--- src/rtl/motion_cmd_scheduler_pkg.sv ---
// Shared types and default timing constants for the motion command scheduler.
// Build option: MOTION_HEARTBEAT_EN enables the periodic resend of the last command.
package motion_cmd_pkg;

  localparam int unsigned OP_W    = 2;
  localparam int unsigned SPEED_W = 3;
  localparam int unsigned CMD_W   = OP_W + SPEED_W;

  typedef enum logic [OP_W-1:0] {
    OP_STOP  = 2'd0,
    OP_FWD   = 2'd1,
    OP_LEFT  = 2'd2,
    OP_RIGHT = 2'd3
  } op_e;

  typedef struct packed {
    op_e                op;
    logic [SPEED_W-1:0] speed;
  } motion_cmd_t;

  typedef enum logic [1:0] {
    ST_IDLE      = 2'd0,
    ST_ISSUE     = 2'd1,
    ST_WAIT_DONE = 2'd2,
    ST_GAP       = 2'd3
  } sched_state_e;

  // Defaults assume a 50 MHz clock.
  localparam int unsigned DEF_NUM_REQ        = 3;
  localparam int unsigned DEF_GAP_CYCLES     = 50_000;
  localparam int unsigned DEF_TIMEOUT_CYCLES = 15_000_000;
  localparam int unsigned DEF_HB_CYCLES      = 5_000_000;

  // Counter width for a count range of 0..limit-1, never narrower than one bit.
  function automatic int unsigned cnt_width(input int unsigned limit);
    return (limit > 1) ? $clog2(limit) : 1;
  endfunction

endpackage

--- src/rtl/motion_cmd_scheduler_if.sv ---
// Requester / sender handshake bundle for the motion command scheduler.
// master = control-logic and UART-sender side, slave = the scheduler.
interface motion_cmd_scheduler_if
  import motion_cmd_pkg::*;
#(
  parameter int unsigned NUM_REQ = DEF_NUM_REQ
);

  logic [NUM_REQ-1:0]       req_valid;
  logic [NUM_REQ*CMD_W-1:0] req_cmd;
  logic [NUM_REQ-1:0]       req_ack;
  logic                     tx_start;
  logic [OP_W-1:0]          tx_op;
  logic [SPEED_W-1:0]       tx_speed;
  logic                     tx_done;
  logic                     busy;
  logic                     tx_timeout;

  modport master (
    output req_valid, req_cmd, tx_done,
    input  req_ack, tx_start, tx_op, tx_speed, busy, tx_timeout
  );

  modport slave (
    input  req_valid, req_cmd, tx_done,
    output req_ack, tx_start, tx_op, tx_speed, busy, tx_timeout
  );

endinterface

--- src/rtl/motion_cmd_scheduler_arbiter.sv ---
// Combinational fixed-priority arbiter: lowest set request index wins.
module fixed_prio_arbiter
  import motion_cmd_pkg::*;
#(
  parameter int unsigned NUM_REQ = DEF_NUM_REQ,
  parameter int unsigned IDX_W   = cnt_width(NUM_REQ)
) (
  input  logic [NUM_REQ-1:0] i_req,
  output logic [NUM_REQ-1:0] o_grant_c,
  output logic [IDX_W-1:0]   o_idx_c,
  output logic               o_any_c
);

  // Scan from the top down so the lowest active index is written last.
  always_comb begin
    o_grant_c = '0;
    o_idx_c   = '0;
    o_any_c   = 1'b0;
    for (int i = int'(NUM_REQ) - 1; i >= 0; i--) begin
      if (i_req[i]) begin
        o_grant_c    = '0;
        o_grant_c[i] = 1'b1;
        o_idx_c      = IDX_W'(i);
        o_any_c      = 1'b1;
      end
    end
  end

endmodule

--- src/rtl/motion_cmd_scheduler.sv ---
// Arbitrates motion requesters onto the single UART command sender with dedup, gap and timeout.
// Build option: MOTION_HEARTBEAT_EN adds the periodic resend of the last non-STOP command.
module motion_cmd_scheduler
  import motion_cmd_pkg::*;
#(
  parameter int unsigned NUM_REQ        = DEF_NUM_REQ,
  parameter int unsigned GAP_CYCLES     = DEF_GAP_CYCLES,
  parameter int unsigned TIMEOUT_CYCLES = DEF_TIMEOUT_CYCLES,
  parameter int unsigned HB_CYCLES      = DEF_HB_CYCLES
) (
  input  logic                  clk,
  input  logic                  rst,
  motion_cmd_scheduler_if.slave bus
);

  localparam int unsigned IDX_W = cnt_width(NUM_REQ);
  localparam int unsigned GAP_W = cnt_width(GAP_CYCLES);
  localparam int unsigned TO_W  = cnt_width(TIMEOUT_CYCLES);

  if (GAP_CYCLES == 0 || TIMEOUT_CYCLES == 0 || HB_CYCLES == 0) begin : g_param_check
    $error("motion_cmd_scheduler: cycle parameters must be nonzero");
  end

  sched_state_e       r_state, w_state_nxt;
  motion_cmd_t        r_last, w_last_nxt;
  motion_cmd_t        r_tx_cmd, w_tx_cmd_nxt;
  logic [NUM_REQ-1:0] r_req_ack, w_req_ack_nxt;
  logic               r_tx_start, w_tx_start_nxt;
  logic               r_busy;
  logic               r_tx_timeout, w_tx_timeout_nxt;
  logic [GAP_W-1:0]   r_gap_cnt, w_gap_cnt_nxt;
  logic [TO_W-1:0]    r_to_cnt, w_to_cnt_nxt;

  logic [NUM_REQ-1:0] w_grant;
  logic [IDX_W-1:0]   w_idx;
  logic               w_any;
  motion_cmd_t        w_req_cmd;

  fixed_prio_arbiter #(
    .NUM_REQ (NUM_REQ),
    .IDX_W   (IDX_W)
  ) u_arb (
    .i_req     (bus.req_valid),
    .o_grant_c (w_grant),
    .o_idx_c   (w_idx),
    .o_any_c   (w_any)
  );

  assign w_req_cmd = motion_cmd_t'(bus.req_cmd[32'(w_idx) * CMD_W +: CMD_W]);

`ifdef MOTION_HEARTBEAT_EN
  localparam int unsigned HB_W = cnt_width(HB_CYCLES);

  logic [HB_W-1:0] r_hb_cnt;
  logic            w_hb_expired;

  assign w_hb_expired = (r_hb_cnt == HB_W'(HB_CYCLES - 1));

  // Saturating age counter, restarted by every frame start.
  always_ff @(posedge clk) begin
    if (!rst) begin
      r_hb_cnt <= '0;
    end else if (w_tx_start_nxt) begin
      r_hb_cnt <= '0;
    end else if (!w_hb_expired) begin
      r_hb_cnt <= r_hb_cnt + HB_W'(1);
    end
  end
`endif

  // State, counters and registered outputs.
  always_ff @(posedge clk) begin
    if (!rst) begin
      r_state      <= ST_IDLE;
      r_last       <= '{op: OP_STOP, speed: '0};
      r_tx_cmd     <= '{op: OP_STOP, speed: '0};
      r_req_ack    <= '0;
      r_tx_start   <= 1'b0;
      r_busy       <= 1'b0;
      r_tx_timeout <= 1'b0;
      r_gap_cnt    <= '0;
      r_to_cnt     <= '0;
    end else begin
      r_state      <= w_state_nxt;
      r_last       <= w_last_nxt;
      r_tx_cmd     <= w_tx_cmd_nxt;
      r_req_ack    <= w_req_ack_nxt;
      r_tx_start   <= w_tx_start_nxt;
      r_busy       <= (w_state_nxt != ST_IDLE);
      r_tx_timeout <= w_tx_timeout_nxt;
      r_gap_cnt    <= w_gap_cnt_nxt;
      r_to_cnt     <= w_to_cnt_nxt;
    end
  end

  // Next-state and next-output decode.
  always_comb begin
    w_state_nxt      = r_state;
    w_last_nxt       = r_last;
    w_tx_cmd_nxt     = r_tx_cmd;
    w_req_ack_nxt    = '0;
    w_tx_start_nxt   = 1'b0;
    w_tx_timeout_nxt = r_tx_timeout;
    w_gap_cnt_nxt    = '0;
    w_to_cnt_nxt     = '0;

    unique case (r_state)
      ST_IDLE: begin
        if (w_any) begin
          w_req_ack_nxt = w_grant;
          // A repeat of the last delivered command is acknowledged but not resent.
          if (w_req_cmd != r_last) begin
            w_state_nxt    = ST_ISSUE;
            w_tx_start_nxt = 1'b1;
            w_tx_cmd_nxt   = w_req_cmd;
          end
        end
`ifdef MOTION_HEARTBEAT_EN
        else if (w_hb_expired && (r_last.op != OP_STOP)) begin
          w_state_nxt    = ST_ISSUE;
          w_tx_start_nxt = 1'b1;
          w_tx_cmd_nxt   = r_last;
        end
`endif
      end

      ST_ISSUE: begin
        w_state_nxt = ST_WAIT_DONE;
      end

      ST_WAIT_DONE: begin
        if (bus.tx_done) begin
          w_last_nxt  = r_tx_cmd;
          w_state_nxt = ST_GAP;
        end else if (r_to_cnt == TO_W'(TIMEOUT_CYCLES - 1)) begin
          w_tx_timeout_nxt = 1'b1;
          w_state_nxt      = ST_GAP;
        end else begin
          w_to_cnt_nxt = r_to_cnt + TO_W'(1);
        end
      end

      ST_GAP: begin
        if (r_gap_cnt == GAP_W'(GAP_CYCLES - 1)) begin
          w_state_nxt = ST_IDLE;
        end else begin
          w_gap_cnt_nxt = r_gap_cnt + GAP_W'(1);
        end
      end

      default: begin
        w_state_nxt = ST_IDLE;
      end
    endcase
  end

  assign bus.req_ack    = r_req_ack;
  assign bus.tx_start   = r_tx_start;
  assign bus.tx_op      = r_tx_cmd.op;
  assign bus.tx_speed   = r_tx_cmd.speed;
  assign bus.busy       = r_busy;
  assign bus.tx_timeout = r_tx_timeout;

endmodule

--- src/flat_wrapper.sv ---
// flat-port wrapper written by rule: the top's interface ports become plain ports
module motion_cmd_scheduler_flat import motion_cmd_pkg::*;
#(
  parameter int unsigned NUM_REQ        = DEF_NUM_REQ,
  parameter int unsigned GAP_CYCLES     = DEF_GAP_CYCLES,
  parameter int unsigned TIMEOUT_CYCLES = DEF_TIMEOUT_CYCLES,
  parameter int unsigned HB_CYCLES      = DEF_HB_CYCLES
)
  (clk, rst, bus_req_valid, bus_req_cmd, bus_tx_done, bus_req_ack, bus_tx_start, bus_tx_op, bus_tx_speed, bus_busy, bus_tx_timeout);
  motion_cmd_scheduler_if #(.NUM_REQ(NUM_REQ)) bus_i ();
  input  logic clk;
  input  logic rst;
  input wire logic [$bits(bus_i.req_valid)-1:0] bus_req_valid;
  input wire logic [$bits(bus_i.req_cmd)-1:0] bus_req_cmd;
  input wire logic [$bits(bus_i.tx_done)-1:0] bus_tx_done;
  output wire logic [$bits(bus_i.req_ack)-1:0] bus_req_ack;
  output wire logic [$bits(bus_i.tx_start)-1:0] bus_tx_start;
  output wire logic [$bits(bus_i.tx_op)-1:0] bus_tx_op;
  output wire logic [$bits(bus_i.tx_speed)-1:0] bus_tx_speed;
  output wire logic [$bits(bus_i.busy)-1:0] bus_busy;
  output wire logic [$bits(bus_i.tx_timeout)-1:0] bus_tx_timeout;
  assign bus_i.req_valid = bus_req_valid;
  assign bus_i.req_cmd = bus_req_cmd;
  assign bus_i.tx_done = bus_tx_done;
  assign bus_req_ack = bus_i.req_ack;
  assign bus_tx_start = bus_i.tx_start;
  assign bus_tx_op = bus_i.tx_op;
  assign bus_tx_speed = bus_i.tx_speed;
  assign bus_busy = bus_i.busy;
  assign bus_tx_timeout = bus_i.tx_timeout;
  motion_cmd_scheduler #(.NUM_REQ(NUM_REQ), .GAP_CYCLES(GAP_CYCLES), .TIMEOUT_CYCLES(TIMEOUT_CYCLES), .HB_CYCLES(HB_CYCLES)) u_core (.clk(clk), .rst(rst), .bus(bus_i));
endmodule
--- config.mk ---
export PLATFORM = sky130hd
export DESIGN_NAME = motion_cmd_scheduler_flat
export DESIGN_NICKNAME = d
export VERILOG_FILES = /design/src/rtl/motion_cmd_scheduler_pkg.sv /design/src/rtl/motion_cmd_scheduler_if.sv /design/src/rtl/motion_cmd_scheduler_arbiter.sv /design/src/rtl/motion_cmd_scheduler.sv /design/src/flat_wrapper.sv
export SDC_FILE = /design/constraint.sdc
export NUM_CORES = 1
export LEC_CHECK = 0
export CAP_MARGIN = 40
export CORE_MARGIN = 1.5
export CORE_UTILIZATION = 59
export DETAILED_ROUTE_END_ITERATION = 8
export HOLD_SLACK_MARGIN = 0.08
export PLACE_DENSITY = 0.81
export SLEW_MARGIN = 20
export SYNTH_ARGS = -nofsm -noshare
export SYNTH_HDL_FRONTEND = slang
export SYNTH_SLANG_ARGS = --single-unit
--- constraint.sdc ---
create_clock -name clk -period 5.5 [get_ports clk]
set_input_delay 0.55 -clock clk [delete_from_list [all_inputs] [get_ports clk]]
set_output_delay 0.55 -clock clk [all_outputs]
set_load 0.05 [all_outputs]
Word level (Yosys, flattened, before mapping). Cells that the tools add are included.

Reductions and logical operators: 10. Shifts and indexed selects: 1. Bitwise gates (word level): 6. Mux-type cells: 16. Multipliers: 1. Add/sub/neg operators: 2. Equal/unequal tests: 6.

Operator list (count): $add 24x1->24 const B (1); $eq 24x24->1 const B (1); $mux 2 (9); $add 16x1->16 const B (1); $eq 16x16->1 const B (1); $shiftx 15x6->5 (1); $reduce_and 3->1 (3); $pmux 2 s4 (1); $reduce_or 4->1 (2); $not 1->1 (6); $mul 2x3->5 const B (1); $mux 1 (5); $ne 5x5->1 (1); $reduce_or 5->1 (1); $eq 2x2->1 const B (2); $mux 3 (1); $reduce_or 3->1 (1); $eq 2x1->1 const B (1); $logic_not 2->1 (1); $reduce_and 2->1 (1); $reduce_bool 2->1 (1).

Register bits after elaboration: 58.

Logic depth before layout (Yosys ltp).
Depth after elaboration: 10. Mapped depth: 8. Depth with buffers taken out: 6.

Hierarchy. A second synthesis with hierarchy kept.

Cells, all modules: 290. Area, all modules: 2622.5 µm².

By module, submodules not included: motion_cmd_scheduler (area an instance 2580.0 µm², times used 1, cells each 284); fixed_prio_arbiter (area an instance 42.5 µm², times used 1, cells each 6).

Worst setup path after synthesis. Ideal clock, no wire load.

Kind: input-to-reg. From: input bus_req_valid[1]. To: register u_core.r_tx_cmd (netlist bit u_core.bus.tx_op[1]). Data arrival time: 2172 ps. Buffers on the path: 2. Path slack: 3267 ps. Stages on the path: 8. Library setup time: 62 ps. Cells stage by stage: buf_2 or3b_2 nand4_1 xnor2_1 nand3_1 clkbuf_1 or4_1 nand3_1.

Cells in the longest elaborated chain, start to end: 6. Elaborated cells on any way between the ends: 8. Those cells by class: mul: 1; eq/ne: 1; shift: 1; mux: 4; reduce/logical: 1.

Ends and longest elaborated chain: from (decl) (line flat_wrapper.sv:13) `input wire logic [$bits(bus_i.req_valid)-1:0] bus_req_valid;`; $mux 2 (2 in series) (line motion_cmd_scheduler_arbiter.sv:20) `if (i_req[i]) begin`; $mul 2x3->5 (line motion_cmd_scheduler.sv:49) `assign w_req_cmd = motion_cmd_t'(bus.req_cmd[32'(w_idx) * CMD_W +: CMD_W]);`; $shiftx 15x6->5 (line motion_cmd_scheduler.sv:49); $ne 5x5->1 (line motion_cmd_scheduler.sv:112) `if (w_req_cmd != r_last) begin`; $reduce_and 3->1 (no line); to (signal assigned) (line motion_cmd_scheduler.sv:76) `r_tx_cmd <= '{op: OP_STOP, speed: '0};`; to (signal assigned) (line motion_cmd_scheduler.sv:86) `r_tx_cmd <= w_tx_cmd_nxt;`; to (decl) (line motion_cmd_scheduler.sv:26) `motion_cmd_t r_tx_cmd, w_tx_cmd_nxt;`.

Several ways; a longest one is shown, not always the timed one. A chain may end at the register's enable or synchronous reset.

Final worst setup path.
From: input bus_req_valid[0]. To: register u_core.r_tx_cmd (netlist bit u_core.bus.tx_speed[0]).

Cells in the longest elaborated chain, start to end: 5. Elaborated cells on any way between the ends: 6. Those cells by class: mul: 1; eq/ne: 1; shift: 1; mux: 2; reduce/logical: 1.

Ends and longest elaborated chain (line): $mux 2 (motion_cmd_scheduler_arbiter.sv:20); $mul 2x3->5 (motion_cmd_scheduler.sv:49); $shiftx 15x6->5 (motion_cmd_scheduler.sv:49); $ne 5x5->1 (motion_cmd_scheduler.sv:112); $reduce_and 3->1 (no line).

Several ways; a longest one is shown, not always the timed one.

==> flow_summary.ini <==
[outcome]
outcome = complete, no violations

[synthesis]
ys_warn_count = 0
synth_seq_cells = 58
syn_nets = 338
ys.flop_type = dfxtp_1
synth_top_area_share_pct = 42.8
synth_area_leaders = dfxtp_1 43%, xor2_1 8.4%, nor2_1 6.6%, nand3_1 5.2%, nand2_1 3.5%
postSynthCellCount = 315
netlist_area_sq_um = 2720
yosys.area.top_type = dfxtp_1
ys_types = 44
yosysSeqAreaShare_pct = 42.8
avgSynthCellArea_sq_um = 8.62
synth_async_sr_flop_share_pct = 0
synth-edff-count = 0

[floorplan]
coreArea_sq_um = 4380
dieArea_sq_um = 5020
start_util_pct = 61.9
placementRows = 24
ios = 32
die_x_um = 70.8
die_y_um = 70.8

[timing]
setup_viol = 0
setup_tns_ns = 0
rsz0062_at_grt = no
maxSlewHeadroom_pct = 50.7
tightest_slew_ns = 0.734
min_period_over_period_pct = 47.5
fin_crit_ns = 2.61
hold_violations = 0
clock_skew_ns = 0.00610
setup_ws_ns = 2.89
slew_viol_final = 0
max_freq_mhz = 383

[global_route]
grt_max_degree = 25
grt-ovfl-total = 0
grt_pass1_vias = 2168
grt.total_usage_pct = 23.9
antenna_found_initial = 0
grt_pass1_wl_um = 9550

[clocking]
numCtsBuffers = 9
cts.clk_slew.worst_paths_ns = 0.06
cts.sinks = 58
cts_buffer_depth = 2
cts_tree = built
cts_max_level = 3
clk_latency_ns = 0.33
hold_buffers = 0
cts_setup_buffers = 0
cts-resized-gates = 0
root_buffer = clkbuf_8

[hold_path]
whs_path_depth = 1
holdCritStartpoint = u_core.r_gap_cnt[0]
min_to = u_core.r_gap_cnt[0]
holdCritPathClass = flip-flop to flip-flop

[layout]
drive_above_1_share_pct = 6.57
layout.cells.most_common = dfxtp_1
synthToLayoutAreaGrowth_pct = 18.4
post-route-util_pct = 73.3
final_cell_mix = 58 x dfxtp_1, 48 x nor2_1, 31 x clkdlybuf4s50_1, 28 x nand3_1, 26 x xor2_1
antenna_cells = 0
finish.net_count = 368
fin_area_sq_um = 3220

[setup_path]
slowest_stage = clkdlybuf4s50_1
crit_buf_inv = 1
path_delay_family = simple AND/OR/NAND/NOR gates
crit_type = input port to flip-flop
r2r.worst_path.cells = 5
critPathRequiredTime_ns = 5.78
path_cells = clkdlybuf4s50_1 > nor3_1 > nor3_1 > nand2_1 > nor3_1 > o21ai_0 > nand3_1
reg2reg_slack_ns = 3.48
r2r-end = u_core.bus.tx_speed[0]
worst_path_most_repeated_cell = nor3_1
max_stage_delay_ns = 0.67
cp-start-kind = input port
crit_path_start = bus_req_valid[0]
cp_max_fo = 12
reg2reg_from = u_core.r_state[0]
cp-end-kind = flip-flop
worst_ep_arrival_time_ns = 2.89

[placement]
gp_congestion = 0.812
port_buffers = 31
hpwl_um = 3920
place_ws_ns = 2.61
place_area_sq_um = 3030

[route]
route.detailed.drc = 0
wire_per_inst_um = 14.0
final_antenna_net_count = 0
finalWirelength_um = 5630
first_pass_iters = 5
drt_iter0_markers = 162
viasPerCell = 5.65
vias = 2272

[power]
total_power_mw = 0.996
p_per_area_nw_per_um2 = 310
leakage_nw = 1.11
ir_drop_v = 0.000223

[job]
maxCapViolations = 0
==> how the worst max path moves through the flow <==
stage	cells after the start	to	slack, ns
finish	7	u_core.bus.tx_speed[0]	2.89
detailed placement	7	u_core.bus.tx_op[0]	2.61
global placement	7	u_core.bus.tx_speed[0]	2.68
floorplan	8	u_core.bus.tx_op[1]	3.27
CTS	7	u_core.bus.tx_speed[1]	2.96
global route	7	u_core.bus.tx_op[0]	2.75
==> area by class of cell <==
type	instances	area, sq um
inverter	4	15.0
timing repair buffer	32	318
sequential	58	1160
multi-input combinational	240	1470
fill	343	1170
tap	52	65.1
clock inverter	2	10.0
clock buffer	14	173
==> power by group <==
part           total [mW]  internal, mW  switching, mW
clock network       0.357         0.199          0.158
registers           0.456         0.441         0.0153
logic               0.182        0.0696          0.113
total               0.996         0.710          0.286
==> synthesized netlist by cell type (all sizes together) (2+ instances only) <==
master	n
a21o	2
buf	3
or2	2
nor2b	5
and4	2
a32oi	2
or3b	2
xor2	26
a21boi	5
o21ai	11
and2	3
and3	13
nor4	2
nand4b	2
dfxtp	58
nor4b	3
nand3	28
a21oi	6
nor3	6
xnor2	10
nand4	9
ha	2
o211ai	3
clkbuf	10
nand2	25
inv	4
or3	2
nor3b	2
nor2	48
a2bb2oi	5
or4	5
==> registers in the layout, summed over array words and instances (netlist names) <==
signal / count
u_core.r_to_cnt: 24
u_core.r_gap_cnt: 16
u_core.r_last: 5
u_core.bus.req_ack: 3
u_core.bus.tx_speed: 3
u_core.bus.tx_op: 2
u_core.r_state: 2
u_core.bus.busy: 1
u_core.bus.tx_start: 1
u_core.bus.tx_timeout: 1
==> through the flow <==
step                std cells  hold WS (ns)
floorplan                 315         0.413
global placement          386         0.427
detailed placement        386         0.442
CTS                       402         0.452
global route              402         0.473
finish                    402         0.452
==> logic make-up (layout without fill, tap and decap cells) <==
logic type | Yosys count | in the layout | share of synthesized area, %
compound gates | 39 | 39 | 10.4
xor+xnor | 36 | 36 | 11.6
fa+ha+maj | 2 | 2 | 0.922
buf+inv | 17 | 52 | 2.95
flops | 58 | 58 | 42.8
simple gates | 163 | 163 | 31.3
==> worst register-to-register path: stages (launching register included) <==
cell and delay (ns):
dfxtp_1 0.34, nor3_1 0.63, nand2_1 0.40, nor3_1 0.32
o21ai_0 0.16, nand3_1 0.11
==> layer usage <==
metal	share of wire, %	vias up	GRT usage (%)
met1	48	1068	30.3
met2	47	37	38.7
met4	1.0	0	9.43
met5	0	-	0
li1	-	1159	-
met3	4.1	8	6.55
(Power assumes the default switching activity.)
